==> config.mk <==
export PLATFORM = sky130hd
export DESIGN_NAME = rhd_spi_slave_bank
export DESIGN_NICKNAME = d
export VERILOG_FILES = /design/src/rtl/rhd_spi_slave_bank.sv
export SDC_FILE = /design/constraint.sdc
export NUM_CORES = 1
export LEC_CHECK = 0
export BUFFER_PORTS_ARGS = -buffer_cell sky130_fd_sc_hd__buf_2
export CAP_MARGIN = 10
export CORE_ASPECT_RATIO = 1.4
export CORE_MARGIN = 2
export CORE_UTILIZATION = 65
export DETAILED_ROUTE_END_ITERATION = 8
export HOLD_SLACK_MARGIN = 0.05
export PLACE_DENSITY_LB_ADDON = 0.08
export SLEW_MARGIN = 20
export SYNTH_ARGS = -nofsm -noshare
export SYNTH_HDL_FRONTEND = slang
export SYNTH_SLANG_ARGS = --single-unit
==> constraint.sdc <==
create_clock -name clk -period 32.2 [get_ports clk]
set_input_delay 1.61 -clock clk [delete_from_list [all_inputs] [get_ports clk]]
set_output_delay 1.61 -clock clk [all_outputs]
set_load 0.03 [all_outputs]
==> src/rtl/rhd_spi_slave_bank.sv <==
// rtl/rhd_spi_slave_bank.sv - RHD-style SPI slave bank emulator; RHD_SLAVE_REGFILE_EN adds the 64x8 register file
`timescale 1ns/1ps
module rhd_spi_slave_bank #(
    parameter int NUM_LANES     = 32,
    parameter int NUM_CHANNELS  = 64,
    parameter int STARTING_SEED = 0,
    parameter int SEED_STRIDE   = 64
) (
    input  logic                 clk,
    input  logic                 rst,
    input  logic                 SCLK,
    input  logic                 CS,
    input  logic                 MOSI,
    output logic [NUM_LANES-1:0] MISO,
    output logic                 frame_done,
    output logic [15:0]          cmd_last,
    output logic [15:0]          sample_count
);

    logic [1:0]  sclk_sync_q, cs_sync_q, mosi_sync_q;
    logic        sclk_prev_q, cs_prev_q;
    logic        sclk_rise_q, sclk_fall_q, cs_fall_q, cs_rise_q, mosi_bit_q;
    logic        active_q;
    logic [4:0]  bit_cnt_q;
    logic [15:0] cmd_sr_q;
    logic [15:0] shift_q [NUM_LANES];
    logic [15:0] resp1_q [NUM_LANES];
    logic [15:0] resp2_q [NUM_LANES];
    logic [15:0] resp_d  [NUM_LANES];
    logic [NUM_LANES-1:0] miso_q;
    logic        frame_done_q;
    logic [15:0] cmd_last_q, sample_count_q, sample_count_d;
    logic        cmd_done;
    int          conv_ch;

    // Synchronisers track the pins through reset so a held-low CS never fakes a frame start.
    always_ff @(posedge clk) begin
        sclk_sync_q <= {sclk_sync_q[0], SCLK};
        cs_sync_q   <= {cs_sync_q[0], CS};
        mosi_sync_q <= {mosi_sync_q[0], MOSI};
        sclk_prev_q <= sclk_sync_q[1];
        cs_prev_q   <= cs_sync_q[1];
    end

    assign cmd_done = active_q & cs_rise_q & ~cs_fall_q & (bit_cnt_q == 5'd16);
    assign sample_count_d = ((cmd_sr_q[15:14] == 2'b00) && (cmd_sr_q[13:8] == 6'd0))
                          ? sample_count_q + 16'd1 : sample_count_q;

`ifdef RHD_SLAVE_REGFILE_EN
    logic [7:0] rf_q [64];
    logic [7:0] rf_rdata;
    logic       rf_ro;

    assign rf_ro = (cmd_sr_q[13:8] >= 6'd40) && (cmd_sr_q[13:8] <= 6'd44);

    always_comb begin
        rf_rdata = rf_q[cmd_sr_q[13:8]];
        case (cmd_sr_q[13:8])
            6'd40:   rf_rdata = 8'h49;
            6'd41:   rf_rdata = 8'h4E;
            6'd42:   rf_rdata = 8'h54;
            6'd43:   rf_rdata = 8'h41;
            6'd44:   rf_rdata = 8'h4E;
            default: ;
        endcase
    end

    always_ff @(posedge clk) begin
        if (rst) begin
            for (int i = 0; i < 64; i++) rf_q[i] <= 8'h00;
        end else if (cmd_done && cmd_sr_q[15:14] == 2'b10 && !rf_ro) begin
            rf_q[cmd_sr_q[13:8]] <= cmd_sr_q[7:0];
        end
    end
`endif

    // Response each lane will queue if the current command completes.
    always_comb begin
        conv_ch = int'(cmd_sr_q[13:8]);
        for (int l = 0; l < NUM_LANES; l++) begin
            resp_d[l] = 16'h0000;
            case (cmd_sr_q[15:14])
                2'b00: if (conv_ch < NUM_CHANNELS)
                    resp_d[l] = 16'(STARTING_SEED + l * SEED_STRIDE + conv_ch + int'(sample_count_q));
                2'b10: resp_d[l] = {8'hFF, cmd_sr_q[7:0]};
`ifdef RHD_SLAVE_REGFILE_EN
                2'b11: resp_d[l] = {8'h00, rf_rdata};
`endif
                default: ;
            endcase
        end
    end

    always_ff @(posedge clk) begin
        if (rst) begin
            sclk_rise_q    <= 1'b0;
            sclk_fall_q    <= 1'b0;
            cs_fall_q      <= 1'b0;
            cs_rise_q      <= 1'b0;
            mosi_bit_q     <= 1'b0;
            active_q       <= 1'b0;
            bit_cnt_q      <= 5'd0;
            cmd_sr_q       <= 16'h0000;
            miso_q         <= '0;
            frame_done_q   <= 1'b0;
            cmd_last_q     <= 16'h0000;
            sample_count_q <= 16'h0000;
            for (int l = 0; l < NUM_LANES; l++) begin
                shift_q[l] <= 16'h0000;
                resp1_q[l] <= 16'h0000;
                resp2_q[l] <= 16'h0000;
            end
        end else begin
            sclk_rise_q  <= sclk_sync_q[1] & ~sclk_prev_q;
            sclk_fall_q  <= ~sclk_sync_q[1] & sclk_prev_q;
            cs_fall_q    <= ~cs_sync_q[1] & cs_prev_q;
            cs_rise_q    <= cs_sync_q[1] & ~cs_prev_q;
            mosi_bit_q   <= mosi_sync_q[1];
            frame_done_q <= 1'b0;
            // Frame start wins over any SCLK edge seen in the same cycle.
            if (cs_fall_q) begin
                active_q  <= 1'b1;
                bit_cnt_q <= 5'd0;
                for (int l = 0; l < NUM_LANES; l++) begin
                    shift_q[l] <= resp2_q[l];
                    miso_q[l]  <= resp2_q[l][15];
                end
            end else if (active_q) begin
                if (cs_rise_q) begin
                    active_q <= 1'b0;
                    miso_q   <= '0;
                    if (cmd_done) begin
                        cmd_last_q     <= cmd_sr_q;
                        frame_done_q   <= 1'b1;
                        sample_count_q <= sample_count_d;
                        for (int l = 0; l < NUM_LANES; l++) begin
                            resp2_q[l] <= resp1_q[l];
                            resp1_q[l] <= resp_d[l];
                        end
                    end
                end else if (sclk_rise_q && bit_cnt_q != 5'd16) begin
                    cmd_sr_q  <= {cmd_sr_q[14:0], mosi_bit_q};
                    bit_cnt_q <= bit_cnt_q + 5'd1;
                end else if (sclk_fall_q) begin
                    // Zero fill makes MISO fall to 0 once all 16 bits are out.
                    for (int l = 0; l < NUM_LANES; l++) begin
                        shift_q[l] <= {shift_q[l][14:0], 1'b0};
                        miso_q[l]  <= shift_q[l][14];
                    end
                end
            end
        end
    end

    assign MISO         = miso_q;
    assign frame_done   = frame_done_q;
    assign cmd_last     = cmd_last_q;
    assign sample_count = sample_count_q;

endmodule

==> results of run 1 <==
## final cells by class
type / instances / area [sq um] / share of cell area [%]
multi-input cells: 1601 / 10500 / 25.7
inverters: 11 / 41.3 / 0.101
flip-flops and latches: 893 / 25800 / 63.3
repair buffers: 116 / 724 / 1.78
diodes: 1 / 2.50 / 0.00614
well taps: 735 / 920 / 2.26
clock buffers: 122 / 2430 / 5.97
clock inverters: 32 / 350 / 0.860
## logic make-up (layout without fill, tap and decap cells)
group,Yosys count,after routing,share of synthesized area [%]
AO/OA/AOI/OAI,674,674,13.9
buffers and inverters,229,281,2.50
other,0,1,0
multiplexers,51,51,1.38
adder cells (fa/ha/maj),11,11,0.391
XOR/XNOR,63,63,1.49
flip-flops,893,893,69.5
AND/OR/NAND/NOR,802,802,10.9
## cells in the mapped netlist, drive strengths merged, types with 7 or more instances
cell type  instances
nor4               9
xnor2             39
clkbuf           148
nor2             265
a22o             261
nor2b            128
or2               11
and3              14
nor3              34
and2             165
edfxtp           791
a22oi             32
or3                7
ha                10
nand2            117
a21o               8
o311a              7
xor2              24
a211oi            99
o21ai             56
a311oi            24
inv               10
dfxtp            102
mux2i             49
buf               70
nand3             27
o21a              23
nand4              8
a31oi             12
a21oi            125
## worst max-delay path by stage
| stage | start | slack (ns) | endpoint | cells after the start |
|---|---|---|---|---|
| 6_report | rst | 26.93 | resp1_q[0][204] | 5 |
| 5_1_grt | rst | 26.65 | resp1_q[0][252] | 5 |
| 4_1_cts | rst | 26.63 | resp1_q[0][252] | 5 |
| 3_5_place_dp | rst | 25.96 | resp1_q[0][205] | 5 |
| 3_3_place_gp | rst | 26.02 | resp1_q[0][236] | 5 |
| 2_1_floorplan | rst | 16.34 | resp1_q[0][105] | 4 |
## power by group
group	switching [uW]	internal, uW	leakage, uW
Sequential	18.9	1310	0.00902
Combinational	52.7	14.7	0.00415
Clock	427	569	0.00136
Total	498	1890	0.0145
## through the flow
stage	worst slack (ns)	hold slack, ns	cell area [sq um]	total power, uW	instances
2_1_floorplan	16.34	0.310	37100	1410	2723
3_3_place_gp	26.02	0.317	37900	1420	3356
3_5_place_dp	25.96	0.315	37900	1420	3356
4_1_cts	26.63	0.331	40700	2400	3510
5_1_grt	26.65	0.338	40700	2450	3510
6_report	26.93	0.327	40700	2390	3511
## flip-flops by register name, indices dropped and copies added, names as in the netlist, 5 cells and up
signal / cells
shift_q: 269
sample_count: 16
cmd_last: 16
resp1_q: 262
resp2_q: 262
bit_cnt_q: 5
MISO: 32
cmd_sr_q: 16
## placed cells by master, fill, tap and decap left out, types with 87 or more instances in the layout
cell / count
a211oi_1: 98
a21oi_1: 120
a22o_1: 261
and2_1: 162
clkbuf_16: 87
dfxtp_1: 98
edfxtp_1: 791
nand2_1: 112
nor2_1: 255
nor2b_1: 126
## metal layers
metal / track usage (%) / up-vias / share of wire [%]
met3: 5.31 / 278 / 7.8
met2: 54.6 / 1258 / 48
met1: 45.5 / 11700 / 37
met4: 19.9 / 2 / 6.4
met5: 0 / - / 0.014
li1: - / 10200 / -
==> results.json, run 1 <==
{
  "hpwlAfterDp_mm": 62.6,
  "synth-main-ff-cell": "edfxtp_1",
  "worstMarginPinSlew_ns": 1.17,
  "hp-start": "cs_sync_q[0]",
  "clk-insertion-delay-late_ns": 0.65,
  "viasPerCell": 6.67,
  "r2r_end": "shift_q[0][272]",
  "ys_ff_latch": 893,
  "syn_nets": 2739,
  "grt_usage_pct": 34.4,
  "cp_top_family": "buffers and inverters",
  "synthCells": 2723,
  "fmax_mhz": 190,
  "start_kind": "primary input",
  "yosysSeqAreaShare_pct": 69.5,
  "core-area_sq_um": 56400,
  "drc": 0,
  "worstSetupEndpointType": "flip-flop",
  "clock_path_buffers": 3,
  "cp.buffers_inverters": 4,
  "area.growth.synth_to_final_pct": 9.77,
  "fill_cells": 3741,
  "min_to": "cs_sync_q[1]",
  "die_x_um": 206,
  "drive_gt1_share_pct": 11.0,
  "crit_type": "primary input to flip-flop",
  "synth.top_cell.area_share_pct": 64.0,
  "die_y_um": 287,
  "fin_crit_ns": 5.27,
  "p_leak_uw": 0.0145,
  "port-buffer-count": 69,
  "grt_setup_unrepaired": "no",
  "htreeDepth": 3,
  "antenna_found_initial": 3,
  "rr_worst_depth": 8,
  "final_util_pct": 72.2,
  "p_per_area_nw_per_um2": 58.7,
  "grt_max_degree": 142,
  "routabilityCongestion": 0.946,
  "finalCritPeriodShare_pct": 16.4,
  "first_iter_violations": 2813,
  "netlist_area_sq_um": 37100,
  "root_buffer": "clkbuf_16",
  "min_path_type": "flip-flop to flip-flop",
  "fin_skew_ns": 0.0228,
  "fp-row-count": 103,
  "hold_violations": 0,
  "cp_max_fo": 88,
  "ys_top_cells_by_area": "edfxtp_1, a22o_1, dfxtp_1, and2_1, nor2_1",
  "yosys.area.top_type": "edfxtp_1",
  "setup_violations": 0,
  "pin_count": 70,
  "worst_ep_required_time_ns": 32.47,
  "cp_slowest_stage_delay_ns": 0.94,
  "setup_tns_ns": 0,
  "clock-sinks": 893,
  "arrival_ns": 5.53,
  "syn_area_per_cell_sq_um": 13.6,
  "r2r-start": "cs_fall_q",
  "clkSlewWorstSetupHoldPaths_ns": 0.06,
  "cp_cell_sequence": "buf_6 -> nand2b_4 -> buf_4 -> buf_4 -> buf_6",
  "drtAntennaViolNets": 0,
  "cts_resized": 0,
  "vdd_drop_max_mv": 0.0525,
  "cts_hold_buf": 0,
  "grt_overflow": 0,
  "rrSetupSlack_ns": 27.18,
  "grt_pass1_vias": 23100,
  "async_flop_share_pct": 0,
  "cap_viol_max_count": 0,
  "yosys_warnings": 0,
  "nets": 2721,
  "routed_wl_mm": 100,
  "first_pass_iters": 6,
  "initial_core_util_pct": 65.7,
  "cts_tree": "yes",
  "post-cts-setup-buffer-count": 0,
  "synth-edff-count": 791,
  "hold_depth": 0,
  "routedWlPerCell_um": 28.6,
  "slowest_stage": "nand2b_4",
  "num_vias": 23400,
  "dieArea_sq_um": 59000,
  "status": "finished, final reports clean",
  "report.final.slew_viol_count": 0,
  "cts-buffers-inserted": 82,
  "max_slew_margin_pct": 21.5,
  "ys_types": 75,
  "grt_pass1_wl_mm": 147
}
(Power assumes the default switching activity.)
==> inputs of run 2 (changes only) <==
--- a/config.mk
+++ b/config.mk
@@ -9,7 +9,7 @@
 export CAP_MARGIN = 10
 export CORE_ASPECT_RATIO = 1.4
 export CORE_MARGIN = 2
-export CORE_UTILIZATION = 65
+export CORE_UTILIZATION = 57
 export DETAILED_ROUTE_END_ITERATION = 8
 export HOLD_SLACK_MARGIN = 0.05
 export PLACE_DENSITY_LB_ADDON = 0.08
==> constraint.sdc (replaced) <==
create_clock -name clk -period 4.7 [get_ports clk]
set_input_delay 0.235 -clock clk [delete_from_list [all_inputs] [get_ports clk]]
set_output_delay 0.235 -clock clk [all_outputs]
set_load 0.03 [all_outputs]
==> results.json, run 2 (same netlist as run 1, synthesis figures left out) <==
{
  "cts_tree": "yes",
  "area.growth.synth_to_final_pct": 10.9,
  "clkSlewWorstSetupHoldPaths_ns": 0.06,
  "core-area_sq_um": 64400,
  "largest_reg_flops": 269,
  "fp-row-count": 110,
  "p_leak_uw": 0.0147,
  "cp_cell_sequence": "clkinv_1 -> a221oi_1 -> buf_4 -> nor2_1 -> nor3_1 -> nor2_1",
  "worstSetupEndpointType": "flip-flop",
  "dieArea_sq_um": 67200,
  "cts_resized": 0,
  "htreeDepth": 3,
  "final_cell_mix": "edfxtp_1, a22o_1, nor2_1",
  "drive_gt1_share_pct": 11.6,
  "clk-insertion-delay-late_ns": 0.66,
  "cp.buffers_inverters": 2,
  "slowest_stage": "dfxtp_1",
  "p_per_area_nw_per_um2": 399,
  "first_pass_iters": 6,
  "crit_type": "flip-flop to flip-flop",
  "initial_core_util_pct": 57.6,
  "cts-buffers-inserted": 84,
  "hpwlAfterDp_mm": 68.1,
  "viasPerCell": 6.35,
  "fin_skew_ns": 0.0226,
  "cp_slowest_stage_delay_ns": 0.99,
  "clock-sinks": 893,
  "cts_hold_buf": 3,
  "root_buffer": "clkbuf_16",
  "worstMarginPinSlew_ns": 1.19,
  "num_vias": 23100,
  "cp_max_fo": 20,
  "pin_count": 70,
  "drc": 0,
  "setup_violations": 0,
  "layout_commonest_cell": "edfxtp_1",
  "fmax_mhz": 292,
  "worst_ep_required_time_ns": 5.07,
  "routedWlPerCell_um": 28.9,
  "grt_usage_pct": 31.7,
  "cp_top_family": "flip-flops",
  "grt_pass1_vias": 22600,
  "dp_slack_ns": 1.30,
  "nets": 2741,
  "fin_crit_ns": 3.43,
  "drtAntennaViolNets": 0,
  "report.final.slew_viol_count": 0,
  "finalCritPeriodShare_pct": 72.9,
  "antenna_found_initial": 2,
  "cap_viol_max_count": 0,
  "die_x_um": 220,
  "finalPower_uw": 16400,
  "routed_wl_mm": 105,
  "cpMostUsedCell": "nor2_1",
  "first_iter_violations": 2470,
  "routabilityCongestion": 0.976,
  "start_kind": "flip-flop",
  "largestRegisters": "shift_q x269, resp1_q x262, resp2_q x262",
  "port-buffer-count": 69,
  "max_slew_margin_pct": 20.3,
  "arrival_ns": 3.80,
  "post-route-worst-setup-slack_ns": 1.27,
  "grt_pass1_wl_mm": 154,
  "post-cts-setup-buffer-count": 0,
  "grt_overflow": 0,
  "hold_violations": 0,
  "largest_register": "shift_q",
  "clock_path_buffers": 3,
  "grt_max_degree": 146,
  "die_y_um": 306,
  "grt_setup_unrepaired": "no",
  "status": "finished, final reports clean",
  "vdd_drop_max_mv": 0.385,
  "min_path_type": "primary input to flip-flop"
}
## run 2: worst register-to-register path, stage by stage (launching register included)
cell and delay, ns:
dfxtp_1 0.99, clkinv_1 0.58, a221oi_1 0.49, buf_4 0.31
nor2_1 0.16, nor3_1 0.49, nor2_1 0.12
## run 2: final cells by class
| class | instances | area, sq um |
|---|---|---|
| clock buffers | 122 | 2450 |
| repair buffers | 134 | 1010 |
| inverters | 11 | 41.3 |
| clock inverters | 34 | 325 |
| flip-flops and latches | 893 | 25800 |
| fillers | 4794 | 23300 |
| well taps | 840 | 1050 |
| multi-input cells | 1601 | 10500 |
| diodes | 4 | 10.0 |
## run 2: through the flow
stage	util (%)	cells	area, sq um	TNS (ns)	hold WS [ns]
2_1_floorplan	-	2723	37100	-126.62	0.263
3_3_place_gp	59.5	3476	38300	0	0.314
3_5_place_dp	59.5	3476	38300	0	0.314
4_1_cts	63.9	3635	41100	0	0.0705
5_1_grt	63.9	3635	41100	0	0.102
6_report	63.9	3639	41100	0	0.0654
## run 2: worst paths after layout
path	slack, ns	end	depth (start not counted)	start
setup / recovery	1.27	resp1_q[0][232]	6	sample_count[7]
hold reg to reg	0.33	cs_sync_q[1]	0	cs_sync_q[0]
setup reg to reg	1.27	resp1_q[0][232]	6	sample_count[7]
hold / removal	0.07	cmd_sr_q[7]	2	rst
## run 2: report_power, final
| part | leakage, uW | switching, uW | internal [uW] |
|---|---|---|---|
| clock network | 0.00135 | 2970 | 3880 |
| registers | 0.00902 | 143 | 8970 |
| logic | 0.00430 | 368 | 114 |
## run 2: metal layers
| layer | wire length [um] | share of wire, % | global-route usage (%) | vias up |
|---|---|---|---|---|
| met5 | 0 | 0 | 0 | - |
| met4 | 6610 | 6.3 | 18.0 | 0 |
| met1 | 41500 | 39 | 41.9 | 11700 |
| li1 | - | - | - | 10300 |
| met3 | 6300 | 6.0 | 4.80 | 253 |
| met2 | 50800 | 48 | 50.3 | 927 |
